## src/rtl/avr109_host.sv

```systemverilog
// AVR109 programming initiator: streams word_count source words to a target bootloader
// over a byte UART (attach, P, A/B blocks, L, E), checking each 0x0D acknowledge.
module avr109_host #(
  parameter int BLOCK_WORDS    = 64,
  parameter int TIMEOUT_CYCLES = 1000000
) (
  input  logic        clk,
  input  logic        rst,
  input  logic        start,
  input  logic [15:0] base_addr,
  input  logic [15:0] word_count,
  output logic        busy,
  output logic        done,
  output logic        error,
  output logic [1:0]  err_code,
  output logic [15:0] mem_addr,
  input  logic [15:0] mem_data,
  output logic [7:0]  tx_data,
  output logic        tx_avail,
  input  logic        tx_ready,
  input  logic [7:0]  rx_data,
  input  logic        rx_avail
);
  localparam int CW = $clog2(TIMEOUT_CYCLES + 1);

  typedef enum logic [4:0] {
    S_IDLE, S_ATTACH, S_CMD_P, S_BLK, S_A_CMD, S_A_HI, S_A_LO,
    S_B_CMD, S_B_HI, S_B_LO, S_B_F, S_FETCH, S_DATA_LO, S_DATA_HI,
    S_CMD_L, S_CMD_E, S_WAIT_CR, S_DONE, S_ERROR
  } state_t;

  state_t        state, state_n, ret, ret_n;
  logic [15:0]   taddr, taddr_n, remain, remain_n, word, word_n, mem_addr_n;
  logic [7:0]    len, len_n, idx, idx_n, tx_data_n, snd_byte;
  logic [CW-1:0] cnt, cnt_n;
  logic          busy_n, done_n, error_n, tx_avail_n, snd, can_send;
  logic [1:0]    err_code_n;

  // A send needs an idle transmitter and a gap cycle after the previous strobe.
  assign can_send = tx_ready && !tx_avail;

  always_ff @(posedge clk or posedge rst) begin
    if (rst) begin
      state    <= S_IDLE;
      ret      <= S_IDLE;
      taddr    <= '0;
      remain   <= '0;
      word     <= '0;
      len      <= '0;
      idx      <= '0;
      cnt      <= '0;
      busy     <= 1'b0;
      done     <= 1'b0;
      error    <= 1'b0;
      err_code <= 2'd0;
      mem_addr <= '0;
      tx_data  <= '0;
      tx_avail <= 1'b0;
    end else begin
      state    <= state_n;
      ret      <= ret_n;
      taddr    <= taddr_n;
      remain   <= remain_n;
      word     <= word_n;
      len      <= len_n;
      idx      <= idx_n;
      cnt      <= cnt_n;
      busy     <= busy_n;
      done     <= done_n;
      error    <= error_n;
      err_code <= err_code_n;
      mem_addr <= mem_addr_n;
      tx_data  <= tx_data_n;
      tx_avail <= tx_avail_n;
    end
  end

  always_comb begin
    state_n    = state;
    ret_n      = ret;
    taddr_n    = taddr;
    remain_n   = remain;
    word_n     = word;
    len_n      = len;
    idx_n      = idx;
    cnt_n      = '0;
    busy_n     = busy;
    done_n     = 1'b0;
    error_n    = error;
    err_code_n = err_code;
    mem_addr_n = mem_addr;
    tx_data_n  = tx_data;
    tx_avail_n = 1'b0;
    snd        = 1'b0;
    snd_byte   = 8'h00;
    case (state)
      S_IDLE: if (start) begin
        taddr_n    = base_addr;
        remain_n   = word_count;
        mem_addr_n = '0;
        error_n    = 1'b0;
        err_code_n = 2'd0;
        busy_n     = 1'b1;
        idx_n      = '0;
        state_n    = S_ATTACH;
      end
      S_ATTACH: begin
        snd      = 1'b1;
        snd_byte = idx[0] ? 8'hAA : 8'h1B;
        if (can_send) begin
          if (idx == 8'd6) begin
            idx_n   = '0;
            state_n = S_CMD_P;
          end else begin
            idx_n = idx + 8'd1;
          end
        end
      end
      S_CMD_P: begin
        snd = 1'b1; snd_byte = 8'h50;
        if (can_send) begin state_n = S_WAIT_CR; ret_n = S_BLK; end
      end
      S_BLK: begin
        if (remain == 16'd0) begin
          state_n = S_CMD_L;
        end else begin
          len_n   = (remain < 16'(BLOCK_WORDS)) ? remain[7:0] : 8'(BLOCK_WORDS);
          idx_n   = '0;
          state_n = S_A_CMD;
        end
      end
      S_A_CMD: begin
        snd = 1'b1; snd_byte = 8'h41;
        if (can_send) state_n = S_A_HI;
      end
      S_A_HI: begin
        snd = 1'b1; snd_byte = taddr[15:8];
        if (can_send) state_n = S_A_LO;
      end
      S_A_LO: begin
        snd = 1'b1; snd_byte = taddr[7:0];
        if (can_send) begin state_n = S_WAIT_CR; ret_n = S_B_CMD; end
      end
      S_B_CMD: begin
        snd = 1'b1; snd_byte = 8'h42;
        if (can_send) state_n = S_B_HI;
      end
      S_B_HI: begin
        snd = 1'b1; snd_byte = 8'h00;
        if (can_send) state_n = S_B_LO;
      end
      S_B_LO: begin
        snd = 1'b1; snd_byte = {len[6:0], 1'b0};
        if (can_send) state_n = S_B_F;
      end
      S_B_F: begin
        snd = 1'b1; snd_byte = 8'h46;
        if (can_send) state_n = S_FETCH;
      end
      S_FETCH: begin
        word_n  = mem_data;
        state_n = S_DATA_LO;
      end
      S_DATA_LO: begin
        snd = 1'b1; snd_byte = word[7:0];
        if (can_send) state_n = S_DATA_HI;
      end
      S_DATA_HI: begin
        snd = 1'b1; snd_byte = word[15:8];
        if (can_send) begin
          mem_addr_n = mem_addr + 16'd1;
          taddr_n    = taddr + 16'd1;
          if (idx == len - 8'd1) begin
            remain_n = remain - {8'h00, len};
            state_n  = S_WAIT_CR;
            ret_n    = S_BLK;
          end else begin
            idx_n   = idx + 8'd1;
            state_n = S_FETCH;
          end
        end
      end
      S_CMD_L: begin
        snd = 1'b1; snd_byte = 8'h4C;
        if (can_send) begin state_n = S_WAIT_CR; ret_n = S_CMD_E; end
      end
      S_CMD_E: begin
        snd = 1'b1; snd_byte = 8'h45;
        if (can_send) begin state_n = S_WAIT_CR; ret_n = S_DONE; end
      end
      S_WAIT_CR: begin
        if (rx_avail) begin
          if (rx_data == 8'h0D) begin
            state_n = ret;
            if (ret == S_DONE) begin done_n = 1'b1; busy_n = 1'b0; end
          end else begin
            state_n = S_ERROR; error_n = 1'b1; err_code_n = 2'd2; busy_n = 1'b0;
          end
        end else if (cnt == CW'(TIMEOUT_CYCLES - 1)) begin
          state_n = S_ERROR; error_n = 1'b1; err_code_n = 2'd1; busy_n = 1'b0;
        end else begin
          cnt_n = cnt + 1'b1;
        end
      end
      S_DONE:  state_n = S_IDLE;
      S_ERROR: state_n = S_IDLE;
      default: state_n = S_IDLE;
    endcase
    if (snd && can_send) begin
      tx_avail_n = 1'b1;
      tx_data_n  = snd_byte;
    end
  end
endmodule

```

## config.mk

```make
export PLATFORM = sky130hd
export DESIGN_NAME = avr109_host
export DESIGN_NICKNAME = d
export VERILOG_FILES = /design/src/rtl/avr109_host.sv
export SDC_FILE = /design/constraint.sdc
export NUM_CORES = 1
export LEC_CHECK = 0
export CAP_MARGIN = 10
export CORE_AREA = 2 2 130 132
export CTS_CLUSTER_DIAMETER = 30
export CTS_CLUSTER_SIZE = 8
export DETAILED_ROUTE_END_ITERATION = 10
export DIE_AREA = 0 0 132 134
export GPL_TIMING_DRIVEN = 0
export PLACE_DENSITY_LB_ADDON = 0.25
export SLEW_MARGIN = 20
export SYNTH_ARGS = -nofsm -noshare
export SYNTH_HDL_FRONTEND = slang
export SYNTH_SLANG_ARGS = --single-unit
export TNS_END_PERCENT = 10
```

## constraint.sdc

```tcl
create_clock -name clk -period 5.1 [get_ports clk]
set_input_delay 0.765 -clock clk [delete_from_list [all_inputs] [get_ports clk]]
set_output_delay 0.765 -clock clk [all_outputs]
set_load 0.005 [all_outputs]
```

# After elaboration in Yosys (flattened, before gate mapping)

Cells that the tools add are included.
W data, S select, Z words.

Bits in registers: 124
Input port bits: 61
Output and inout port bits: 30
Word-level logic and storage cells: 155

Add/sub/neg operators: 6
Magnitude comparators: 1
Equal/unequal tests: 43
Mux-type cells: 70
Bitwise logic cells: 1
Reductions and logical operators: 19

Operators by type and width:

| cell                    | number |
|---|---|
| $mux W16                | 7 |
| $mux W5                 | 22 |
| $pmux W16 S2            | 3 |
| $pmux W8 S12            | 1 |
| $pmux W5 S14            | 1 |
| $mux W8                 | 8 |
| $mux W20                | 3 |
| $eq A5 B4 Y1 const B    | 8 |
| $ne A2 B2 Y1 const B    | 18 |
| $add A16 B1 Y16 const B | 2 |
| $pmux W8 S4             | 1 |
| $pmux W5 S5             | 1 |
| $add A20 B1 Y20 const B | 1 |
| $eq A20 B20 Y1 const B  | 1 |
| $eq A5 B3 Y1 const B    | 4 |
| $logic_not A16 Y1       | 1 |
| $lt A16 B7 Y1 const B   | 1 |
| $sub A16 B8 Y16         | 1 |
| $mux W1                 | 15 |
| $reduce_and A13 Y1      | 1 |
| $reduce_or A13 Y1       | 1 |
| $reduce_and A4 Y1       | 3 |
| $eq A5 B2 Y1 const B    | 2 |
| $eq A5 B5 Y1 const B    | 2 |
| 25 further kinds        | 32 |

# Depth between registers and ports, before layout

Gate-level depths: netlist (run 1).

Depth after elaboration: 5
Depth in mapped cells: 10
Gate-level depth less buffers: 10

# Least setup slack after synthesis (run 1)

Ideal clock, no wire load.

Kind: input port to flip-flop
Start point: in tx_ready
End point: reg idx[4]
Library setup time: 0.078 ns
Arrival: 2.602 ns
Data required time: 5.022 ns
Path slack: 2.420 ns
Stages on the path: 9
Buffers on the path: 2
Cell sequence: nor2b_1 -> nor3_1 -> or2_0 -> buf_2 -> or4_4 -> a21o_1 -> buf_6 -> or3_1 -> a21boi_1

Word-level cells in the longest chain between the ends: 3
Elaborated cells between the ends (all ways): 4
Those cells by class: 2 x eq/ne; 2 x reduce/logical

RTL lines:

| item                          | RTL line | source |
|---|---|---|
| start: declaration            | 20       | `input logic tx_ready,` |
| $logic_and A1 B1 Y1 *         | 40       | `assign can_send = tx_ready && !tx_avail;` |
| $ne A2 B2 Y1 (no line)        | n/a      |  |
| $reduce_and A6 Y1 (no line) * | n/a      |  |
| end signal: assignment        | 66       | `idx <= idx_n;` |
| end: declaration              | 34       | `logic [7:0] len, len_n, idx, idx_n, tx_data_n, snd_byte;` |

Every way passes the cells marked *; elsewhere a longest branch is shown, timed or not.
A chain may end at the register's enable or synchronous reset.

# Final worst setup path (run 1)

Start point: reg len[1]
End point: reg remain[5]

Word-level cells in the longest chain between the ends: 4
Elaborated cells between the ends (all ways): 8
Those cells by class: 2 x add/sub; 2 x eq/ne; 3 x mux; 1 x reduce/logical

RTL lines:

| item                                                               | RTL line | source |
|---|---|---|
| start: declaration                                                 | 34       |  |
| start signal: assignment                                           | 65       | `len <= len_n;` |
| $sub A8 B1 Y8 / $sub A16 B8 Y16 (equally long branches)            | 173, 174 |  |
| $eq A8 B8 Y1 / $mux W16 (equally long branches)                    | 173      | `if (idx == len - 8'd1) begin` |
| $ne A2 B2 Y1 (no line) / $mux W16 (equally long branches)          | n/a      |  |
| $reduce_and A4 Y1 (no line) / $pmux W16 S2 (equally long branches) | n/a      |  |
| end signal: assignment                                             | 63       | `remain <= remain_n;` |
| end: declaration                                                   | 33       | `logic [15:0] taddr, taddr_n, remain, remain_n, word, word_n, mem_addr_n;` |

Parallel ways exist; a longest one is shown, timed or not. The select of a mux whose other input is x is not followed.

==> flow_summary.json, run 1 <==
{
  "nets": 992,
  "antenna_cells": 0,
  "root_buffer": "clkbuf_16",
  "drv_slew": 0,
  "worstHoldPathType": "flip-flop to flip-flop",
  "numPortBuffers": 90,
  "grt_pass1_vias": 6482,
  "worst_pin_slew_ns": 0.836,
  "ctsResizeCount": 0,
  "powerDensity_mw_per_mm2": 527,
  "clk_latency_ns": 0.43,
  "min_to": "tx_data[0]",
  "ant_nets": 0,
  "die_h_um": 134,
  "areaGrowthSynthToFinish_pct": 24.7,
  "max_freq_ghz": 0.299,
  "grt_setup_unrepaired": "false",
  "period_share": 0.656,
  "initial_core_util": 0.443,
  "netlist_area_mm2": 0.00721,
  "rrSetupSlack_ns": 1.75,
  "r2r_end": "remain[5]",
  "num_vias": 6630,
  "fp.dieW_um": 132,
  "r2r_start": "len[1]",
  "synthCells": 806,
  "grt_max_degree": 102,
  "holdPathStages": 2,
  "ys_ff_latch": 124,
  "fin_crit_ns": 3.35,
  "finalHoldViolations": 0,
  "core-area_mm2": 0.0163,
  "crit_type": "flip-flop to flip-flop",
  "postSynth.asyncResetShare": 1.00,
  "ios": 91,
  "status": "finished, final reports clean",
  "worstPathMaxFanout": 10,
  "place.gp.congestion": 0.926,
  "synth_nets": 882,
  "crit_arrival_ns": 3.64,
  "cp.required_ns": 5.39,
  "firstDrtPassIters": 5,
  "reg2reg_depth": 10,
  "cts_tree": "built",
  "hp-start": "tx_data[0]",
  "dieArea_mm2": 0.0177,
  "rows": 47,
  "yosys.cell_types.count": 69,
  "critPathCaptureType": "flip-flop",
  "wirelength_um": 21000,
  "htree_num_levels": 4,
  "clock-sinks": 124,
  "grt_usage": 0.246,
  "post_cts_buffers": 0,
  "numCtsBuffers": 17,
  "crit_path_start_kind": "flip-flop",
  "finalNonFillerCells": 1149,
  "synth_edf_count": 0,
  "grt_pass1_wl_um": 34100,
  "syn_avg_cell_area_um2": 8.95,
  "wl_per_cell_um": 18.3,
  "drc": 0,
  "slew_headroom": 0.438,
  "vias_per_cell": 5.77,
  "synth_flop_cell": "dfrtp_1",
  "grt_antenna_before_repair": 0,
  "vdd_drop_max_mv": 0.295,
  "placedCellCount": 1117,
  "p_leak_nw": 3.67,
  "drive_above_1_share": 0.0818,
  "finClkSkew_ns": 0.00852,
  "yosysSeqAreaShare": 0.430,
  "drt_iter0_drc": 485,
  "final-setup-viol-count": 0,
  "cts_buffer_depth": 2,
  "path_clk_slew_ns": 0.06,
  "drv_cap": 0,
  "cts_hold_buf": 0,
  "final_util": 0.552,
  "ys_warn_count": 0,
  "hpwl_um": 15000,
  "grt_overflow": 0
}
==> worst max path at each step <==
stage,endpoint,slack [ns],start,cells past startpoint
2_1_floorplan,busy,1.04,rst,1
3_3_place_gp,remain[3],-0.91,rst,2
3_5_place_dp,idx[7],1.55,tx_ready,10
4_1_cts,remain[5],1.78,state[4],7
5_1_grt,remain[5],1.52,len[1],10
6_report,remain[5],1.75,len[1],10
==> power by group <==
group          internal, mW  switching (mW)
registers              1.26           0.302
logic                 0.833            1.17
clock network         0.716           0.457
total                  2.81            1.93
==> flip-flops by register name, indices dropped and copies added (netlist names), 2 cells and up <==
name,count
cnt,20
mem_addr,16
remain,16
taddr,16
word,16
idx,8
len,8
tx_data,8
ret,5
state,5
err_code,2
==> area by class of cell <==
class / instances / area [µm²]
buffer: 37 / 154
clock buffer: 21 / 480
clock inverter: 11 / 91.3
fill: 1550 / 7290
inverter: 23 / 93.8
multi-input combinational: 622 / 3870
sequential: 124 / 3100
tap: 220 / 275
timing repair buffer: 91 / 928
==> worst max-delay path, stage by stage, from the launching register on <==
cell     delay, ns
dfrtp_1       0.47
inv_1         0.12
ha_1          0.26
nor3b_1       0.26
xnor2_1       0.09
nor3_1        0.34
and4_1        0.36
nand2_1       0.20
a21oi_1       0.62
buf_2         0.38
a31oi_1       0.12
==> placed cells by master (no fill, tap or decap), types with 11 or more instances in the layout <==
| master | netlist | routed |
|---|---|---|
| nand4_1 | 12 | 12 |
| dfrtp_1 | 124 | 124 |
| a22o_1 | 11 | 11 |
| xor2_1 | 18 | 18 |
| clkbuf_16 | 0 | 17 |
| nor3_1 | 22 | 22 |
| nor2_1 | 77 | 77 |
| o22ai_1 | 11 | 11 |
| clkdlybuf4s50_1 | 0 | 90 |
| xnor2_1 | 23 | 23 |
| nand2_1 | 84 | 84 |
| mux2_2 | 26 | 26 |
| and3_1 | 20 | 20 |
| ha_1 | 14 | 14 |
| clkbuf_1 | 28 | 28 |
| a21oi_1 | 57 | 57 |
| or3_1 | 17 | 17 |
| inv_1 | 23 | 22 |
| nand3_1 | 40 | 40 |
| o21ai_0 | 53 | 53 |
| a31oi_1 | 13 | 13 |
==> through the flow <==
step | hold slack [ns] | power [mW] | cell area, µm² | setup WS (ns) | TNS [ns]
5_1_grt | 0.528 | 5.03 | 9000 | 1.52 | 0
4_1_cts | 0.490 | 4.72 | 9000 | 1.78 | 0
6_report | 0.484 | 4.74 | 9000 | 1.75 | 0
3_3_place_gp | 0.468 | 3.50 | 8390 | -0.911 | -111.52
2_1_floorplan | 0.455 | 2.86 | 7210 | 1.04 | 0
3_5_place_dp | 0.478 | 3.53 | 8420 | 1.55 | 0
==> layer usage <==
metal,global-route usage,routed length (µm)
met1,0.317,9180
met4,0.0966,543
met3,0.0601,1360
met5,0,0
met2,0.399,9950
==> logic make-up after synthesis <==
family,after synthesis,synth area share
multiplexers,35,0.0531
adder cells (fa/ha/maj),15,0.0271
flip-flops,124,0.430
AO/OA/AOI/OAI,209,0.185
buffers and inverters,60,0.0333
AND/OR/NAND/NOR,322,0.221
XOR/XNOR,41,0.0498
==> synthesized netlist by cell type, drive strengths merged, types with 8 or more instances <==
| library cell | number | share of area |
|---|---|---|
| nand3 | 40 | 0.028 |
| nor3 | 22 | 0.015 |
| clkbuf | 28 | 0.015 |
| buf | 9 | 0.0068 |
| xnor2 | 23 | 0.028 |
| nor2b | 8 | 0.0069 |
| a22o | 11 | 0.013 |
| xor2 | 18 | 0.022 |
| nor4 | 11 | 0.012 |
| o21ai | 54 | 0.037 |
| or3 | 17 | 0.015 |
| a21oi | 57 | 0.040 |
| dfrtp | 124 | 0.43 |
| inv | 23 | 0.012 |
| mux2i | 9 | 0.012 |
| nand4 | 12 | 0.010 |
| nand2 | 84 | 0.044 |
| ha | 14 | 0.024 |
| mux2 | 26 | 0.041 |
| nor2 | 77 | 0.040 |
| a31oi | 13 | 0.011 |
| o22ai | 11 | 0.0095 |
| and3 | 20 | 0.017 |
Power figures use the tool's default switching activity.
==> inputs of run 2 (changes only) <==
==> constraint.sdc (replaced) <==
create_clock -name clk -period 3.5 [get_ports clk]
set_input_delay 0.525 -clock clk [delete_from_list [all_inputs] [get_ports clk]]
set_output_delay 0.525 -clock clk [all_outputs]
set_load 0.005 [all_outputs]
==> run 2 against run 1 <==
  * Combinational power is 46% higher
  * Via count rose by 1.1%
  * Register-to-register slack worse by 1.5 ns
  * Hold slack barely moved
  * Critical path depth fell by 2
  * Sequential power up 46%
  * Clock skew is 0.0038 ns lower
  * Design area rose by 1.1%
  * Global-route usage about the same
  * Utilization is 0.61 points higher
  * First-iteration DRC count increased by 20%
  * Maximum frequency increased by 4.4%
  * Critical endpoint is now mem_addr[8]
  * Largest power group unchanged
==> flow_summary.json, run 2 (synthesis results as in run 1) <==
{
  "met3_usage": 0.0620,
  "drive_above_1_share": 0.0806,
  "core-area_mm2": 0.0163,
  "max_freq_ghz": 0.312,
  "numCtsBuffers": 17,
  "cts_hold_buf": 0,
  "mostFrequentLayoutCells": "dfrtp_1 (124), clkdlybuf4s50_1 (90), nand2_1 (84)",
  "place.gp.congestion": 0.919,
  "grt_max_degree": 34,
  "cts_tree": "built",
  "timing.final.ws_setup_ns": 0.296,
  "period_share": 0.915,
  "drv_slew": 0,
  "fp.dieW_um": 132,
  "initial_core_util": 0.443,
  "largest_reg_flops": 20,
  "grt_overflow": 0,
  "wirelength_um": 21200,
  "grt_pass1_wl_um": 34000,
  "grt_usage": 0.246,
  "cp.required_ns": 3.80,
  "p_leak_nw": 3.71,
  "grt_setup_unrepaired": "false",
  "clock-sinks": 124,
  "drv_cap": 0,
  "fin_crit_ns": 3.20,
  "worst_pin_slew_ns": 0.890,
  "finalHoldViolations": 0,
  "grt_pass1_vias": 6377,
  "worstHoldPathType": "flip-flop to flip-flop",
  "crit_path_start_kind": "flip-flop",
  "vdd_drop_max_mv": 0.470,
  "num_vias": 6702,
  "nets": 994,
  "finClkSkew_ns": 0.00472,
  "crit_type": "flip-flop to flip-flop",
  "regMostFlops": "cnt",
  "powerDensity_mw_per_mm2": 783,
  "dieArea_mm2": 0.0177,
  "antenna_cells": 0,
  "vias_per_cell": 5.82,
  "layout_commonest_cell": "dfrtp_1",
  "grt_antenna_before_repair": 0,
  "firstDrtPassIters": 6,
  "status": "finished, final reports clean",
  "htree_num_levels": 4,
  "busiest_layer": "met2",
  "clk_latency_ns": 0.43,
  "grt_util_met1": 0.329,
  "final-setup-viol-count": 0,
  "numPortBuffers": 90,
  "fin_tns_setup_ns": 0,
  "met2_usage": 0.387,
  "cts_buffer_depth": 2,
  "dp_worst_setup_slack_ns": 0.177,
  "ios": 91,
  "crit_arrival_ns": 3.51,
  "slew_headroom": 0.405,
  "ant_nets": 0,
  "worstPathMaxFanout": 10,
  "drc": 0,
  "areaGrowthSynthToFinish_pct": 26.1,
  "rows": 47,
  "hpwl_um": 15200,
  "path_clk_slew_ns": 0.06,
  "die_h_um": 134,
  "drt_iter0_drc": 581,
  "critPathCaptureType": "flip-flop",
  "wl_per_cell_um": 18.4,
  "fillCellCount": 1514,
  "root_buffer": "clkbuf_16"
}
run 2: cell types whose count changed in the layout (fill, tap and decap cells not counted):
cell / change
bufinv_16: +3
inv_8: -1
buf_12: +3
buf_16: -1
inv_6: -1
clkbuf_1: +4
a21oi_2: +1
a21oi_1: -1
clkinv_2: -4
clkbuf_8: +1
clkinvlp_4: -2
run 2: timing repair:
item	4_1_cts	5_1_grt
resized for setup	0	1
endpoints found under the setup margin	0	10
setup buffers	0	0
run 2: final cells by class:
| type | instances | area, µm² | area share |
|---|---|---|---|
| inverter | 23 | 90.1 | 0.00990 |
| clock buffer | 26 | 509 | 0.0560 |
| sequential | 124 | 3100 | 0.341 |
| clock inverter | 6 | 130 | 0.0143 |
| timing repair buffer | 93 | 961 | 0.106 |
| multi-input combinational | 622 | 3870 | 0.426 |
| tap | 220 | 275 | 0.0303 |
| buffer | 37 | 154 | 0.0169 |
run 2: per-layer routing:
metal,part of all wire,routed length (µm)
met1,0.44,9250
met3,0.074,1570
met4,0.026,547
met5,0,0
met2,0.46,9830
run 2: where the power goes:
| group | internal [mW] | switching (mW) | leakage [nW] |
|---|---|---|---|
| clock network | 1.28 | 0.643 | 0.315 |
| logic | 1.22 | 1.71 | 1.82 |
| registers | 1.84 | 0.433 | 1.58 |
run 2: worst paths after layout:
path / endpoint / depth (start not counted) / from / slack, ns
hold / removal: tx_data[5] / 2 / tx_data[5] / 0.48
hold reg to reg: tx_data[5] / 2 / tx_data[5] / 0.48
setup reg to reg: mem_addr[8] / 8 / state[4] / 0.30
min in group asynchronous: cnt[13] / 2 / rst / 0.57
setup / recovery: mem_addr[8] / 8 / state[4] / 0.30
max in group asynchronous: idx[3] / 3 / rst / 2.33
run 2: worst max-delay path, stage by stage (launching register included):
cell,delay (ns)
dfrtp_1,0.47
or3_1,0.46
nor3_1,0.65
nor2_1,0.34
o21ai_0,0.35
clkbuf_1,0.45
nor3_1,0.14
xnor2_1,0.16
nor2_1,0.05
run 2: through the flow:
| step | cell area, µm² | utilization | std cells | power [mW] | hold WS [ns] |
|---|---|---|---|---|---|
| final | 9100 | 0.558 | 1151 | 7.12 | 0.484 |
| after global routing | 9100 | 0.558 | 1151 | 7.55 | 0.522 |
| after CTS | 9090 | 0.558 | 1151 | 7.08 | 0.482 |
| after detailed placement | 8450 | 0.519 | 1119 | 5.13 | 0.470 |
| after global placement | 8390 | 0.515 | 1116 | 5.10 | 0.462 |
| after floorplan | 7220 | - | 806 | 4.17 | 0.455 |
==> variant 1, RTL diff (flow settings as in run 2) <==
Take the reset off `word` and load it in a clocked block of its own.
--- a/src/rtl/avr109_host.sv
+++ b/src/rtl/avr109_host.sv
@@ -45,7 +45,6 @@
       ret      <= S_IDLE;
       taddr    <= '0;
       remain   <= '0;
-      word     <= '0;
       len      <= '0;
       idx      <= '0;
       cnt      <= '0;
@@ -61,7 +60,6 @@
       ret      <= ret_n;
       taddr    <= taddr_n;
       remain   <= remain_n;
-      word     <= word_n;
       len      <= len_n;
       idx      <= idx_n;
       cnt      <= cnt_n;
@@ -73,6 +71,10 @@
       tx_data  <= tx_data_n;
       tx_avail <= tx_avail_n;
     end
+  end
+
+  always_ff @(posedge clk) begin
+    word <= word_n;
   end
 
   always_comb begin
Behaviour: no difference found for any inputs over 10 cycles, from zero or initial values and one cycle with rst high; that may be too few to reach the edited logic, so the function may still have changed.
==> variant 1 against run 2 <==
  * Non-clock buffer count rose by 5
  * Worst setup slack improved by 0.055 ns
  * Cell area fell by 0.23%
  * First-iteration DRC count rose by 14%
  * Synthesized area rose by 1.4%
  * Die area did not move
  * Sequential cell count did not move
  * Power fell by 13%
  * Wire length barely moved
  * Critical path type unchanged
  * Critical endpoint is now mem_addr[15]$_DFFE_PP0P_
  * Largest cell class unchanged
  * Largest power group unchanged
  * Highest routed layer unchanged
==> variant 1: results (changes against run 2) <==
| Step | Item | Reported | Delta |
| --- | --- | --- | --- |
| finish | Area used by multi-input combinational logic | 0.00385 mm² | -0.71% |
| synth | Register area share after synthesis | 43.5% | +0.50 points |
| global routing | Met2 global-route usage | 37.8% | -0.81 points |
| finish | Fillers | 1,518 | +0.26% |
| synth | Mux contribution to synthesized area | 2.67% | -2.6 points |
| min path | Start point of the worst hold path | cnt[0]$_DFF_PP0_ |  |
| min path | Number of instances on the worst hold path | 1 | -1 |
| synth | Area of the mapped netlist | 0.00731 mm² | +1.4% |
| power | Worst VDD drop | 0.000413 V | -12% |
| global routing | Wire length of the first global-routing pass | 34,400 µm | +1.2% |
| finish | Nonclk buf count | 135 | +3.8% |
| synth | Complex-gate fraction of the synthesized area | 20.1% | +1.6 points |
| run status | Result of the run | finished, final reports clean |  |
| routing | Detailed-route vias per instance | 5.90 | +1.3% |
| placed design | Number of placed instances with taps included | 1,124 | +0.45% |
| min path | Hold worst-path end | cnt[0]$_DFF_PP0_ |  |
| synth | Share of async-settable or async-resettable flops after synthesis | 87.1% | -13 points |
| synth | Syn nets | 889 | +0.79% |
| global routing | Maximum number of pins on one net before global-route repair | 57 | +68% |
| finish | Sequential cell area share | 35.1% | +0.96 points |
| synth | Number of distinct library cell variants in the gate-level netlist after synthesis | 81 | +17% |
| finish | Clock network contribution to total cell area | 5.98% | -1.0 points |
| power | Leakage Power | 0.00357 µW | -3.9% |
| routing | Number of detailed-routing iterations run before antenna repair | 5 | -1 |
| synth | Synth Area in Adders | 2.67% | -0.037 points |
| worst setup path | Crit Reg-Reg Endpoint | mem_addr[15]$_DFFE_PP0P_ |  |
| timing | Max Clock Skew | 0.0135 ns | +0.00876 ns |
| synth | Syn_area_per_cell | 9.00 µm² | +0.53% |
| worst setup path | WP data arrival | 3.44 ns | -0.07 ns |
| routing | Violation count after the first detailed-route iteration | 661 | +14% |
variant 1: changes by cell type in the layout (fill, tap and decap cells not counted), moves of 8 or more:
cell and change:
sky130_fd_sc_hd__o21ai_0 +9, sky130_fd_sc_hd__and3_1 -9, sky130_fd_sc_hd__dfrtp_1 -16, sky130_fd_sc_hd__a21oi_1 -16
sky130_fd_sc_hd__mux2_2 -16, sky130_fd_sc_hd__a22oi_1 +8, sky130_fd_sc_hd__nand2_1 +15, sky130_fd_sc_hd__a22o_1 -10
sky130_fd_sc_hd__edfxtp_1 +16
variant 1: per-stage QoR:
| step | setup WS, ns | hold slack (ns) | instance area [µm²] |
|---|---|---|---|
| after floorplan | 0.129 | 0.454 | 7310 |
| after global placement | -1.69 | 0.462 | 8490 |
| after detailed placement | 0.401 | 0.477 | 8530 |
| after CTS | 0.385 | 0.500 | 9070 |
| after global routing | 0.150 | 0.519 | 9070 |
| final | 0.351 | 0.497 | 9070 |
variant 1: critical path, cell delays in order (launching register included):
cell	delay [ns]
sky130_fd_sc_hd__dfrtp_1	0.37
sky130_fd_sc_hd__clkbuf_1	0.24
sky130_fd_sc_hd__or3_1	0.50
sky130_fd_sc_hd__nor3_1	0.62
sky130_fd_sc_hd__o2111ai_1	0.35
sky130_fd_sc_hd__clkbuf_1	0.28
sky130_fd_sc_hd__nor4_1	0.43
sky130_fd_sc_hd__xnor2_1	0.17
sky130_fd_sc_hd__nor2_1	0.06
variant 1: layer usage:
layer  wire length (µm)  part of all wire (%)  vias up
met1               9810                    46     3310
met4                492                   2.3        0
met3               1300                   6.1       39
met5                  0                     0        -
met2               9590                    45      247
li1                   -                     -     3222
==> variant 2, RTL diff (settings of run 2) <==
Without the edit above. Set the parameter `TIMEOUT_CYCLES` to 2000000 (it was 1000000).
--- a/src/rtl/avr109_host.sv
+++ b/src/rtl/avr109_host.sv
@@ -2,7 +2,7 @@
 // over a byte UART (attach, P, A/B blocks, L, E), checking each 0x0D acknowledge.
 module avr109_host #(
   parameter int BLOCK_WORDS    = 64,
-  parameter int TIMEOUT_CYCLES = 1000000
+  parameter int TIMEOUT_CYCLES = 2000000
 ) (
   input  logic        clk,
   input  logic        rst,
Formal check against the unedited RTL: no difference found for any inputs over 10 cycles, from zero or initial values and one cycle with rst high; that may be too few to reach the edited logic, so the function may still have changed.
==> variant 2 against run 2 <==
  * Sequential cell count rose by 1
  * Cell area barely moved
  * Worst hold slack worse by 0.026 ns
  * Global-route usage is 0.49 points lower
  * Worst setup slack gained 0.29 ns
  * Cell count decreased by 0.87%
  * Synthesized area increased by 0.21%
  * Count of clock-buffer cells in the layout shrank 2
  * Combinational power decreased by 18%
  * Power decreased by 11%
  * Synthesized cell count fell by 1.2%
  * Core utilization hardly changed
  * Wire length shrank 1.6%
==> variant 2: results (changes against run 2) <==
| Step | Item | Reported | Delta |
| --- | --- | --- | --- |
| worst setup path | WP data arrival | 3.21 ns | -0.30 ns |
| routing | Total via count in the routed design | 6,596 | -1.6% |
| run status | Result of the run | finished, final reports clean |  |
| finish | Non-CTS inverters | 26 | +13% |
| min path | Class of the tightest hold or removal check | input port to asynchronous set/reset pin |  |
| finish | Ratio of cells with drive above 1 in the final layout | 9.12% | +1.1 points |
| finish | Count of nets after finishing | 985 | -0.91% |
| timing | Post-Route Setup TNS | 0 ns | unchanged |
| finish | Max FFs per register | 21 | +5.0% |
| global routing | Wire length of the first global-routing pass | 33,600 µm | -1.2% |
| worst setup path | Cell with the largest stage delay on the worst path | sky130_fd_sc_hd__nor4_4 |  |
| timing | Max Clock Skew | 0.00641 ns | +0.00169 ns |
| synth | Number of distinct library cell variants in the gate-level netlist after synthesis | 84 | +22% |
| power | Worst VDD drop | 0.000461 V | -2.0% |
| synth | Cell types with the largest area share after synthesis | sky130_fd_sc_hd__dfrtp_1, sky130_fd_sc_hd__nor2_1, sky130_fd_sc_hd__o21ai_0 |  |
| synth | Syn nets | 872 | -1.1% |
| finish | Sequential cell area share | 34.4% | +0.27 points |
| global routing | All-Layer GR Usage | 24.1% | -0.49 points |
| finish | Area used by multi-input combinational logic | 0.00384 mm² | -0.84% |
| synth | Most common library cells after synthesis | sky130_fd_sc_hd__dfrtp_1, sky130_fd_sc_hd__nor2_1, sky130_fd_sc_hd__nand2_1 |  |
| routing | Violation count after the first detailed-route iteration | 519 | -11% |
| worst setup path | Maximum fanout count along the critical path | 9 | -1 |
| synth | Register area share after synthesis | 43.3% | +0.26 points |
| finish | Clock network contribution to total cell area | 6.62% | -0.41 points |
| finish | Non-clock buffers, area share | 12.6% | +0.38 points |
| finish | Number of clock buffers in the layout | 24 | -7.7% |
| finish | Count of multi-input combinational gates | 610 | -1.9% |
| finish | Fillers | 1,484 | -2.0% |
| cts | Clock sink count | 125 | +0.81% |
| placed design | Worst setup timing slack at the placement stage | 0.313 ns | +0.136 ns |
| power | Leakage Power | 0.00381 µW | +2.7% |
| worst setup path | Launch point of the critical path | len[1]$_DFFE_PP0P_ |  |
| global routing | Via count of the first global-routing pass | 6,257 | -1.9% |
| worst setup path | Worst-case reg-to-reg path depth | 9 | +1 |
| placed design | DPL Wire Length | 15,300 µm | +0.86% |
-- variant 2: cell count changes after synthesis, sizes merged, moves of 10 or more --
cell,delta
nor2,+17
nand2,-11
clkbuf,-11
or3,-11
o21ai,+10
-- variant 2: layer usage --
metal  global-route usage (%)  wire (µm)
met3                     4.12       1500
met5                        0          0
met2                     36.9       9380
met4                     8.57        414
met1                     34.6       9570
-- variant 2: kinds of logic after synthesis --
family | synth area share [%]
buffers and inverters | 3.58
AO/OA/AOI/OAI | 19.1
flip-flops | 43.3
XOR/XNOR | 5.21
AND/OR/NAND/NOR | 21.5
adder cells (fa/ha/maj) | 2.84
multiplexers | 4.45
-- variant 2: worst paths after layout --
path	to	slack [ns]
worst min register to register	tx_data[5]$_DFFE_PP0P_	0.49
max in group asynchronous	remain[3]$_DFFE_PP0P_	2.14
worst max register to register	ret[1]$_DFFE_PP0P_	0.59
min in group clk	tx_data[5]$_DFFE_PP0P_	0.49
worst max-delay path	ret[1]$_DFFE_PP0P_	0.59
worst min-delay path	mem_addr[11]$_DFFE_PP0P_	0.46
-- variant 2: report_power, final --
group	total [µW]	internal, µW	switching (µW)	leakage, µW
combinational	2400	997	1400	0.00189
sequential	2130	1770	352	0.00163
clock	1800	1190	617	0.000300
-- variant 2: through the flow --
stage                     hold WS (ns)  instance area, µm²  instances  total power [µW]  util (%)
after floorplan                  0.450                7230        796              3680         -
after global placement           0.478                8410       1106              4440      51.6
after detailed placement         0.484                8500       1110              4490      52.2
after CTS                        0.462                9100       1141              6320      55.8
after global routing             0.496                9100       1141              6710      55.8
final                            0.458                9100       1141              6330      55.8
